--- src/rtl/rom_loader.sv ---
// Byte-stream loader into an async SRAM at 0..LAST_ADDR; optional checksum under ROM_LOADER_CHECKSUM_EN.
// Latency: byte accepted in cycle N -> mem_cs_n low N+1, mem_we_n low N+2, both released N+3.
// Backpressure: dl_ready drops for two cycles per byte (one byte per 3 cycles); stays high once done to drain.
module rom_loader #(
    parameter logic [12:0] LAST_ADDR = 13'h1FFF
) (
    input  logic        clk,
    input  logic        reset,
    input  logic        dl_start,
    input  logic        dl_valid,
    input  logic [7:0]  dl_data,
    output logic        dl_ready,
    output logic [12:0] mem_a,
    output logic [7:0]  mem_dout,
    output logic        mem_cs_n,
    output logic        mem_we_n,
    output logic        busy,
    output logic        done,
    output logic        overflow,
    output logic [7:0]  checksum
);

    typedef enum logic [2:0] {
        ST_IDLE,
        ST_WAIT,
        ST_STROBE,
        ST_RELEASE,
        ST_DONE
    } state_t;

    state_t      state, state_nxt;
    logic [12:0] counter, counter_nxt;
    logic [12:0] mem_a_nxt;
    logic [7:0]  mem_dout_nxt;
    logic        cs_n_nxt, we_n_nxt, ready_nxt, busy_nxt, done_nxt, overflow_nxt;
    logic        accept;

    assign accept = dl_valid & dl_ready;

    always_ff @(posedge clk or posedge reset) begin
        if (reset) begin
            state    <= ST_IDLE;
            counter  <= '0;
            mem_a    <= '0;
            mem_dout <= '0;
            mem_cs_n <= 1'b1;
            mem_we_n <= 1'b1;
            dl_ready <= 1'b0;
            busy     <= 1'b0;
            done     <= 1'b0;
            overflow <= 1'b0;
        end else begin
            state    <= state_nxt;
            counter  <= counter_nxt;
            mem_a    <= mem_a_nxt;
            mem_dout <= mem_dout_nxt;
            mem_cs_n <= cs_n_nxt;
            mem_we_n <= we_n_nxt;
            dl_ready <= ready_nxt;
            busy     <= busy_nxt;
            done     <= done_nxt;
            overflow <= overflow_nxt;
        end
    end

    // Outputs are registered, so each state computes the values seen in the following cycle.
    always_comb begin
        state_nxt    = state;
        counter_nxt  = counter;
        mem_a_nxt    = mem_a;
        mem_dout_nxt = mem_dout;
        cs_n_nxt     = 1'b1;
        we_n_nxt     = 1'b1;
        ready_nxt    = 1'b0;
        busy_nxt     = 1'b0;
        done_nxt     = done;
        overflow_nxt = overflow;

        if (dl_start) begin
            // Restart wins over everything, including a byte offered this cycle and any write in flight.
            state_nxt    = ST_WAIT;
            counter_nxt  = '0;
            done_nxt     = 1'b0;
            overflow_nxt = 1'b0;
            ready_nxt    = 1'b1;
            busy_nxt     = 1'b1;
        end else begin
            case (state)
                ST_IDLE: begin
                    state_nxt = ST_IDLE;
                end
                ST_WAIT: begin
                    busy_nxt = 1'b1;
                    if (accept) begin
                        state_nxt    = ST_STROBE;
                        mem_a_nxt    = counter;
                        mem_dout_nxt = dl_data;
                        cs_n_nxt     = 1'b0;
                    end else begin
                        ready_nxt = 1'b1;
                    end
                end
                ST_STROBE: begin
                    busy_nxt  = 1'b1;
                    cs_n_nxt  = 1'b0;
                    we_n_nxt  = 1'b0;
                    state_nxt = ST_RELEASE;
                end
                ST_RELEASE: begin
                    ready_nxt = 1'b1;
                    // Counter saturates at LAST_ADDR so the address can never wrap.
                    if (counter == LAST_ADDR) begin
                        state_nxt = ST_DONE;
                        done_nxt  = 1'b1;
                    end else begin
                        state_nxt   = ST_WAIT;
                        counter_nxt = counter + 13'd1;
                        busy_nxt    = 1'b1;
                    end
                end
                ST_DONE: begin
                    ready_nxt = 1'b1;
                    if (accept) begin
                        overflow_nxt = 1'b1;
                    end
                end
                default: begin
                    state_nxt = ST_IDLE;
                end
            endcase
        end
    end

`ifdef ROM_LOADER_CHECKSUM_EN
    logic [7:0] sum_q;

    always_ff @(posedge clk or posedge reset) begin
        if (reset) begin
            sum_q <= 8'h00;
        end else if (dl_start) begin
            sum_q <= 8'h00;
        end else if (state == ST_RELEASE) begin
            sum_q <= sum_q + mem_dout;
        end
    end

    assign checksum = sum_q;
`else
    assign checksum = 8'h00;
`endif

endmodule

--- config.mk ---
export PLATFORM = sky130hd
export DESIGN_NAME = rom_loader
export DESIGN_NICKNAME = d
export VERILOG_FILES = /design/src/rtl/rom_loader.sv
export SDC_FILE = /design/constraint.sdc
export NUM_CORES = 1
export LEC_CHECK = 0
export BUFFER_PORTS_ARGS = -buffer_cell sky130_fd_sc_hd__clkbuf_2
export CORE_ASPECT_RATIO = 0.5
export CORE_UTILIZATION = 57
export DETAILED_ROUTE_END_ITERATION = 8
export PLACE_DENSITY = 0.93
export REMOVE_ABC_BUFFERS = 1
export SLEW_MARGIN = 10
export SYNTH_ARGS = -nofsm -noshare
export SYNTH_HDL_FRONTEND = slang
export SYNTH_SLANG_ARGS = --single-unit
--- constraint.sdc ---
create_clock -name clk -period 2.9 [get_ports clk]
set_input_delay 0.29 -clock clk [delete_from_list [all_inputs] [get_ports clk]]
set_output_delay 0.29 -clock clk [all_outputs]
set_load 0.02 [all_outputs]
==> impl_metrics.toml, run 1 <==
[status]
status = "completed"

[detailed_routing]
drtIter0Drc = 88
ant_nets = 0
first_pass_iters = 4
avgViaCountPerCell = 5.575
wl_per_cell_um = 14.26
finalWirelength_um = 3693
vias = 1444
drc = 0

[clocking]
tritoncts = "built"
postCtsSetupRepairBufs = 0
ctsHoldBuffers = 0
cts-buffers-inserted = 5
clock_latency_ps = 290
clk_pin_slew_ps = 80
cts_root_buf = "clkbuf_8"
clock_path_buffers = 2
cts.sinks = 43
post_cts_resized = 0
cts_htree_levels = 2

[setup_path]
end_kind = "flop"
critPathKind = "reg2reg"
cp.required_ps = 3090
start_kind = "flop"
crit_arrival_ps = 2020
worstPathMaxFanout = 8

[placed_design]
portBuffers = 38
gp_congestion = 0.8099
hpwlAfterDp_um = 2522

[timing]
rsz0062_at_grt = "no"
finalSetupViolCount = 0
finalCriticalPeriod_ps = 1828
slew_violations = 0
timing.slew.headroom = 0.6474
fin_setup_tns_ps = 0
fmax_mhz = 547.0
tightest_slew_ps = 528.9
fin_skew_ps = 4.842
hold_violations = 0
fin_crit_sh = 0.6304

[synth]
syn_inst = 171
yosys_warnings = 0
synthDistinctLibCells = 37
ys.flop_type = "dfrtp_1"
ys_ff_latch = 43
avgSynthCellArea_um2 = 11.71
seq_area_frac_synth = 0.5388
synth_edf_count = 0
synth_area_mm2 = 0.002002
ys_async_sr_fraction = 1.000

[layout]
syn_to_final_growth_pct = 15.94
nFillCells = 211
num-nets-final = 223
antenna_cells = 0
layout-drive-gt1-share = 0.3886

[power]
power_mw = 1.386
vdd_drop_max_mv = 0.2668
p_leak_nw = 1.138
power.switching_mw = 0.3684
power_frac_seq = 0.491
powerDensity_mw_per_mm2 = 597.3
pwr-share-comb = 0.162
switching_share = 0.2657
clkPwrFrac = 0.347
internal-power_mw = 1.018

[die]
die_area_mm2 = 0.003767
die_h_um = 43.91
ios = 47
fp.coreArea_mm2 = 0.003171
rows = 14
start_util = 0.6314
die_w_um = 85.81

[global_routing]
grt_pass1_vias = 1390
antenna_found_initial = 0
gr-usage-all-layers = 0.2183
grt-ovfl-total = 0
grt_max_degree = 44
grt_pass1_wl_um = 6078

[run]
drv_cap = 0

[hold_path]
hold_path.class = "in2async"
-- layer usage --
layer / GRT usage / up-vias / share of wire
li1: - / 675 / -
met1: 0.2767 / 705 / 0.47
met2: 0.3584 / 59 / 0.47
met3: 0.06476 / 5 / 0.054
met4: 0.09667 / 0 / 0.0073
met5: 0 / - / 0
-- synth_stat cells, drive strengths merged (2+ instances only) --
cell type	count	area [µm²]
nand4	4	55.05
nor2	15	56.30
or2	4	25.02
nor4	2	27.53
a41oi	3	26.28
o31ai	4	30.03
mux2i	3	30.03
a311oi	2	17.52
nor3	4	20.02
nand2	7	26.28
nor2b	4	25.02
a21oi	8	40.04
o21ai	3	15.01
inv	5	18.77
dfstp	2	52.55
or3	3	18.77
clkbuf	4	15.01
buf	11	75.07
mux2	23	262.8
a31oi	2	12.51
nand2b	3	18.77
dfrtp	41	1026
nand3	4	20.02
-- area by class of cell --
class / instances / area, µm² / share of cell area
sequential: 43 / 1079 / 0.4647
multi-input combinational: 115 / 840.8 / 0.3623
timing repair buffer: 40 / 205.2 / 0.08841
clock buffer: 6 / 82.58 / 0.03558
tap: 48 / 60.06 / 0.02588
clock inverter: 2 / 35.03 / 0.01509
inverter: 5 / 18.77 / 0.008086
-- registers in the layout (all words and copies together) (netlist names) --
register  count
mem_dout      8
state         3
mem_cs_n      1
dl_ready      1
mem_a        13
mem_we_n      1
done          1
overflow      1
busy          1
counter      13
-- path summary, 6_finish.rpt --
kind	from	to	slack, ps	cells past startpoint
max	counter[8]$_DFFE_PP0P_	counter[5]$_DFFE_PP0P_	1070	4
min	reset	mem_a[7]$_DFFE_PP0P_	90	3
max reg2reg	counter[8]$_DFFE_PP0P_	counter[5]$_DFFE_PP0P_	1070	4
min reg2reg	overflow$_DFFE_PP0P_	overflow$_DFFE_PP0P_	500	2
max in group asynchronous	reset	mem_cs_n$_DFF_PP1_	2420	3
min in group clk	dl_data[5]	mem_dout[5]$_DFFE_PP0P_	220	2
-- per-stage QoR --
stage / hold slack [ps] / std cells / setup slack [ps] / util / instance area, µm²
2_1_floorplan: 353.1 / 163 / 1071 / - / 1938
3_3_place_gp: 423.5 / 251 / 1205 / 0.6949 / 2203
3_5_place_dp: 435.5 / 251 / 1107 / 0.6949 / 2203
4_1_cts: 108.8 / 259 / 1104 / 0.7320 / 2321
5_1_grt: 168.0 / 259 / 974.1 / 0.7320 / 2321
6_report: 94.79 / 259 / 1072 / 0.7320 / 2321
-- cells in the final DEF (no fill, tap or decap), types with 3 or more instances in the layout --
cell type,synthesis,routed
dfrtp_1,41,41
clkbuf_2,0,38
mux2_2,22,22
nor2_1,15,15
a21oi_1,8,8
conb_1,1,8
nand2_1,7,7
clkbuf_8,0,6
inv_1,5,5
nor3_1,4,4
nand3_1,4,4
nor2b_1,4,4
o31ai_1,4,4
or2_2,4,4
o21ai_0,3,3
or3_1,3,3
a41oi_1,3,3
mux2i_1,3,3
nand2b_1,3,3
-- logic make-up (layout without fill, tap and decap cells) --
group	count (synthesis)	count (layout)	share of synthesized area
simple gates	55	55	0.1681
flops	43	43	0.5387
mux	26	26	0.1462
compound gates	25	25	0.08438
buf+inv	20	53	0.05437
fa+ha+maj	1	1	0.006249
other cells	1	8	0.001873
-- power by group through the flow --
stage / combinational [mW] / sequential, mW / clock, mW
floorplan: 0.0931 / 0.749 / 0
detailed placement: 0.227 / 0.693 / 0
CTS: 0.228 / 0.681 / 0.492
global route: 0.246 / 0.688 / 0.514
global placement: 0.222 / 0.690 / 0
finish: 0.225 / 0.681 / 0.481
-- critical path, stage by stage, from the launching register on --
cell     delay, ps
dfrtp_1        510
nand4_4        190
nor4_4         480
and3b_1        250
mux2_4         290
No activity file was read; power rests on OpenSTA's default activity.
==> run 2, diff against run 1 <==
- CORE_UTILIZATION: 57 -> 53
- PLACE_DENSITY: 0.93 -> 0.88
- clock period: 2.9 -> 1.7 ns (I/O delays scaled with it)
==> impl_metrics.toml, run 2 (same netlist as run 1, synthesis figures left out) <==
[hold_path]
hold_path.startpoint = "dl_data[2]"
whs_path_depth = 2
hold_path_end = "mem_dout[2]$_DFFE_PP0P_"
hold_path.class = "in2reg"

[timing]
finalCriticalPeriod_ps = 1744
fin_setup_tns_ps = -43.86
fin_crit_sh = 1.026
fmax_mhz = 573.4
hold_violations = 0
tightest_slew_ps = 526.6
rsz0062_at_grt = "yes"
timing.slew.headroom = 0.6489
fin_skew_ps = 5.602
slew_violations = 0
finalSetupViolCount = 1
fin_ws_ps = -43.86

[die]
die_h_um = 45.46
rows = 15
start_util = 0.5674
ios = 47
die_area_mm2 = 0.004042
die_w_um = 88.92
fp.coreArea_mm2 = 0.003528

[clocking]
clock_latency_ps = 290
clk_pin_slew_ps = 80
cts_htree_levels = 2
cts_root_buf = "clkbuf_8"
tritoncts = "built"
clock_path_buffers = 2
cts-buffers-inserted = 5
cts.sinks = 43

[layout]
utilization = 0.7128
largestRegisters = "counter x13, mem_a x13, mem_dout x8"
regArea_mm2 = 0.001082
instances_no_fill = 285
num-nets-final = 246
final_cell_mix = "dfrtp_1 (38), clkbuf_2 (38), buf_4 (24)"
layout-drive-gt1-share = 0.4744
antenna_cells = 0
nFillCells = 237
syn_to_final_growth_pct = 25.62
multiInputGateArea_um2 = 852.1

[global_routing]
grt_pass1_vias = 1415
grt_pass1_wl_um = 6575
grt-ovfl-total = 0
antenna_found_initial = 0
grt_max_degree = 44
gr-usage-all-layers = 0.2241

[setup_path]
r2r.worst_path.cells = 5
critPathKind = "reg2reg"
r2r_slack_ps = -40
worstPathMaxFanout = 6
end_kind = "flop"
start_kind = "flop"
timing.rr.start = "counter[1]$_DFFE_PP0P_"
cp.required_ps = 1880
r2r_end = "counter[5]$_DFFE_PP0P_"
crit_arrival_ps = 1930

[power]
p_leak_nw = 1.247
power_mw = 2.395
powerDensity_mw_per_mm2 = 952.3
vdd_drop_max_mv = 0.4165

[detailed_routing]
avgViaCountPerCell = 5.670
ant_nets = 0
drtIter0Drc = 122
vias = 1616
drc = 0
wl_per_cell_um = 15.89
first_pass_iters = 4
finalWirelength_um = 4528

[placed_design]
gp_congestion = 0.8361
place_inst = 272
pre_cts_slack_ps = 22.75
portBuffers = 38
hpwlAfterDp_um = 2997

[status]
status = "finished, violations left"
failed_checks = "setup timing"

[run]
drv_cap = 0
-- run 2: cell type report --
type,instances,share of cell area
clock inverter,2,0.01393
sequential,43,0.4303
tap,51,0.02537
inverter,5,0.007463
multi-input combinational,115,0.3388
timing repair buffer,63,0.1512
clock buffer,6,0.03284
-- run 2: metal layers --
layer  GRT usage  vias to the layer above  wire [µm]
li1            -                      722          -
met4      0.1129                        0         74
met1      0.2769                      786       1963
met3     0.05435                       12        313
met5           0                        -          0
met2      0.3785                       96       2177
-- run 2: critical path: stages (launching register included) --
cell and delay (ps):
dfrtp_1 370, ha_2 220, nand2_2 80, nor4_4 430, and3b_1 240, mux2_4 290
-- run 2: what timing repair did --
action | CTS | global route
hold buffers | 1 | 0
cloned | 0 | 0
resized for setup | 1 | 6
endpoints found under the setup margin | 1 | 29
hold endpoints to repair | 13 | 0
pin swaps | 0 | 3
setup buffers | 0 | 4
-- run 2: worst max-delay path by stage --
stage,depth (start not counted),endpoint,from
floorplan,4,mem_a[0]$_DFFE_PP0P_,dl_ready$_DFF_PP0_
global placement,4,counter[5]$_DFFE_PP0P_,counter[7]$_DFFE_PP0P_
detailed placement,4,counter[5]$_DFFE_PP0P_,counter[7]$_DFFE_PP0P_
CTS,5,counter[3]$_DFFE_PP0P_,counter[0]$_DFFE_PP0P_
global route,5,counter[5]$_DFFE_PP0P_,counter[1]$_DFFE_PP0P_
finish,5,counter[5]$_DFFE_PP0P_,counter[1]$_DFFE_PP0P_
-- run 2: metrics by stage --
step	area, µm²	hold slack, ps
floorplan	1938	233.1
detailed placement	2342	314.2
CTS	2472	100.3
global placement	2342	303.3
global route	2515	89.97
finish	2515	101.9
-- run 2: power by group --
| part | switching, mW | internal, mW | total, mW |
|---|---|---|---|
| combinational | 0.258 | 0.169 | 0.426 |
| clock | 0.342 | 0.475 | 0.817 |
| sequential | 0.0417 | 1.11 | 1.15 |
| total | 0.641 | 1.75 | 2.39 |
==> run 3, diff against run 2 <==
- MAX_ROUTING_LAYER: not set -> met4
==> impl_metrics.toml, run 3 (same netlist as run 1, synthesis figures left out) <==
[run]
drv_cap = 0

[layout]
nFillCells = 237
utilization = 0.7128
final_cell_mix = "dfrtp_1 (38), clkbuf_2 (38), buf_4 (24)"
largestRegisters = "counter x13, mem_a x13, mem_dout x8"
instances_no_fill = 285
num-nets-final = 246
syn_to_final_growth_pct = 25.62
layout-drive-gt1-share = 0.4744
final_area_mm2 = 0.002515
antenna_cells = 0

[die]
fp.coreArea_mm2 = 0.003528
die_w_um = 88.92
ios = 47
die_area_mm2 = 0.004042
start_util = 0.5674
die_h_um = 45.46
rows = 15

[power]
powerDensity_mw_per_mm2 = 950.9
p_leak_nw = 1.247
power_mw = 2.391
vdd_drop_max_mv = 0.4155

[placed_design]
portBuffers = 38
placed_area_mm2 = 0.002342
gp_congestion = 0.8489
place_inst = 272
hpwlAfterDp_um = 2997

[detailed_routing]
vias = 1592
avgViaCountPerCell = 5.586
finalWirelength_um = 4514
drc = 0
first_pass_iters = 4
wl_per_cell_um = 15.84
ant_nets = 0
drtIter0Drc = 121

[clocking]
cts.sinks = 43
clk_pin_slew_ps = 80
tritoncts = "built"
cts-buffers-inserted = 5
cts_htree_levels = 2
cts_root_buf = "clkbuf_8"
clock_path_buffers = 2
clock_latency_ps = 300

[setup_path]
cp.required_ps = 1890
critPathKind = "reg2reg"
end_kind = "flop"
start_kind = "flop"
worstPathMaxFanout = 6
crit_arrival_ps = 1930

[status]
status = "finished, violations left"
failed_checks = "setup timing"

[global_routing]
grt_pass1_vias = 1422
grt_max_degree = 44
grt_pass1_wl_um = 6568
grt-ovfl-total = 0
antenna_found_initial = 0
gr-usage-all-layers = 0.2314

[timing]
fin_skew_ps = 5.449
finalSetupViolCount = 1
finalCriticalPeriod_ps = 1739
rsz0062_at_grt = "yes"
slew_violations = 0
hold_violations = 0
fin_crit_sh = 1.023
fin_ws_ps = -38.83
timing.slew.headroom = 0.6449
tightest_slew_ps = 532.7
fmax_mhz = 575.1
hold_slack_ps = 99.34

[hold_path]
hold_path.class = "in2reg"
## run 3: cell counts in the layout (fill, tap and decap cells not counted)
No cell type changed its count.
## run 3: repair_timing
item | 4_1_cts | 5_1_grt
hold endpoints to repair | 13 | 0
hold buffers | 1 | 0
pin swaps | 0 | 3
gates resized for setup | 1 | 6
setup buffers | 0 | 4
setup endpoints to repair | 1 | 29
## run 3: layout make-up
type,count,area [µm²],area share
clock buffers,6,82.58,0.03284
clock inverters,2,35.03,0.01393
inverters,5,18.77,0.007463
multi-input cells,115,852.1,0.3388
flip-flops and latches,43,1082,0.4303
well taps,51,63.81,0.02537
repair buffers,63,380.4,0.1512
## run 3: worst paths after layout
path / from / to / slack (ps) / depth (start not counted)
min in group asynchronous: reset / mem_dout[0]$_DFFE_PP0P_ / 540 / 4
min reg2reg: overflow$_DFFE_PP0P_ / overflow$_DFFE_PP0P_ / 500 / 2
max reg2reg: counter[1]$_DFFE_PP0P_ / counter[5]$_DFFE_PP0P_ / -40 / 5
max: counter[1]$_DFFE_PP0P_ / counter[5]$_DFFE_PP0P_ / -40 / 5
max in group asynchronous: reset / counter[11]$_DFFE_PP0P_ / 760 / 4
min: dl_data[2] / mem_dout[2]$_DFFE_PP0P_ / 100 / 2
## run 3: where the power goes
| part | switching (mW) | internal (mW) | leakage (nW) |
|---|---|---|---|
| clock network | 0.339 | 0.475 | 0.0612 |
| registers | 0.0413 | 1.11 | 0.558 |
| logic | 0.258 | 0.169 | 0.627 |
| total | 0.638 | 1.75 | 1.25 |
## run 3: per-layer routing
metal | vias up | track usage | wire [µm]
met5 | - | - | 0
met3 | 13 | 0.05254 | 279
li1 | 720 | - | -
met4 | 0 | 0.1129 | 93
met1 | 787 | 0.2769 | 1952
met2 | 72 | 0.3800 | 2188
## run 3: worst max-delay path, stage by stage, from the launching register on
cell     delay (ps)
dfrtp_1         370
ha_2            220
nand2_2          80
nor4_4          430
and3b_1         240
mux2_4          290
## run 3: metrics by stage
stage / setup TNS [ps] / worst slack (ps)
finish: -38.83 / -38.83
global route: -128.1 / -72.22
CTS: 0 / 1.673
detailed placement: 0 / 22.75
global placement: 0 / 85.48
floorplan: -2701 / -128.6
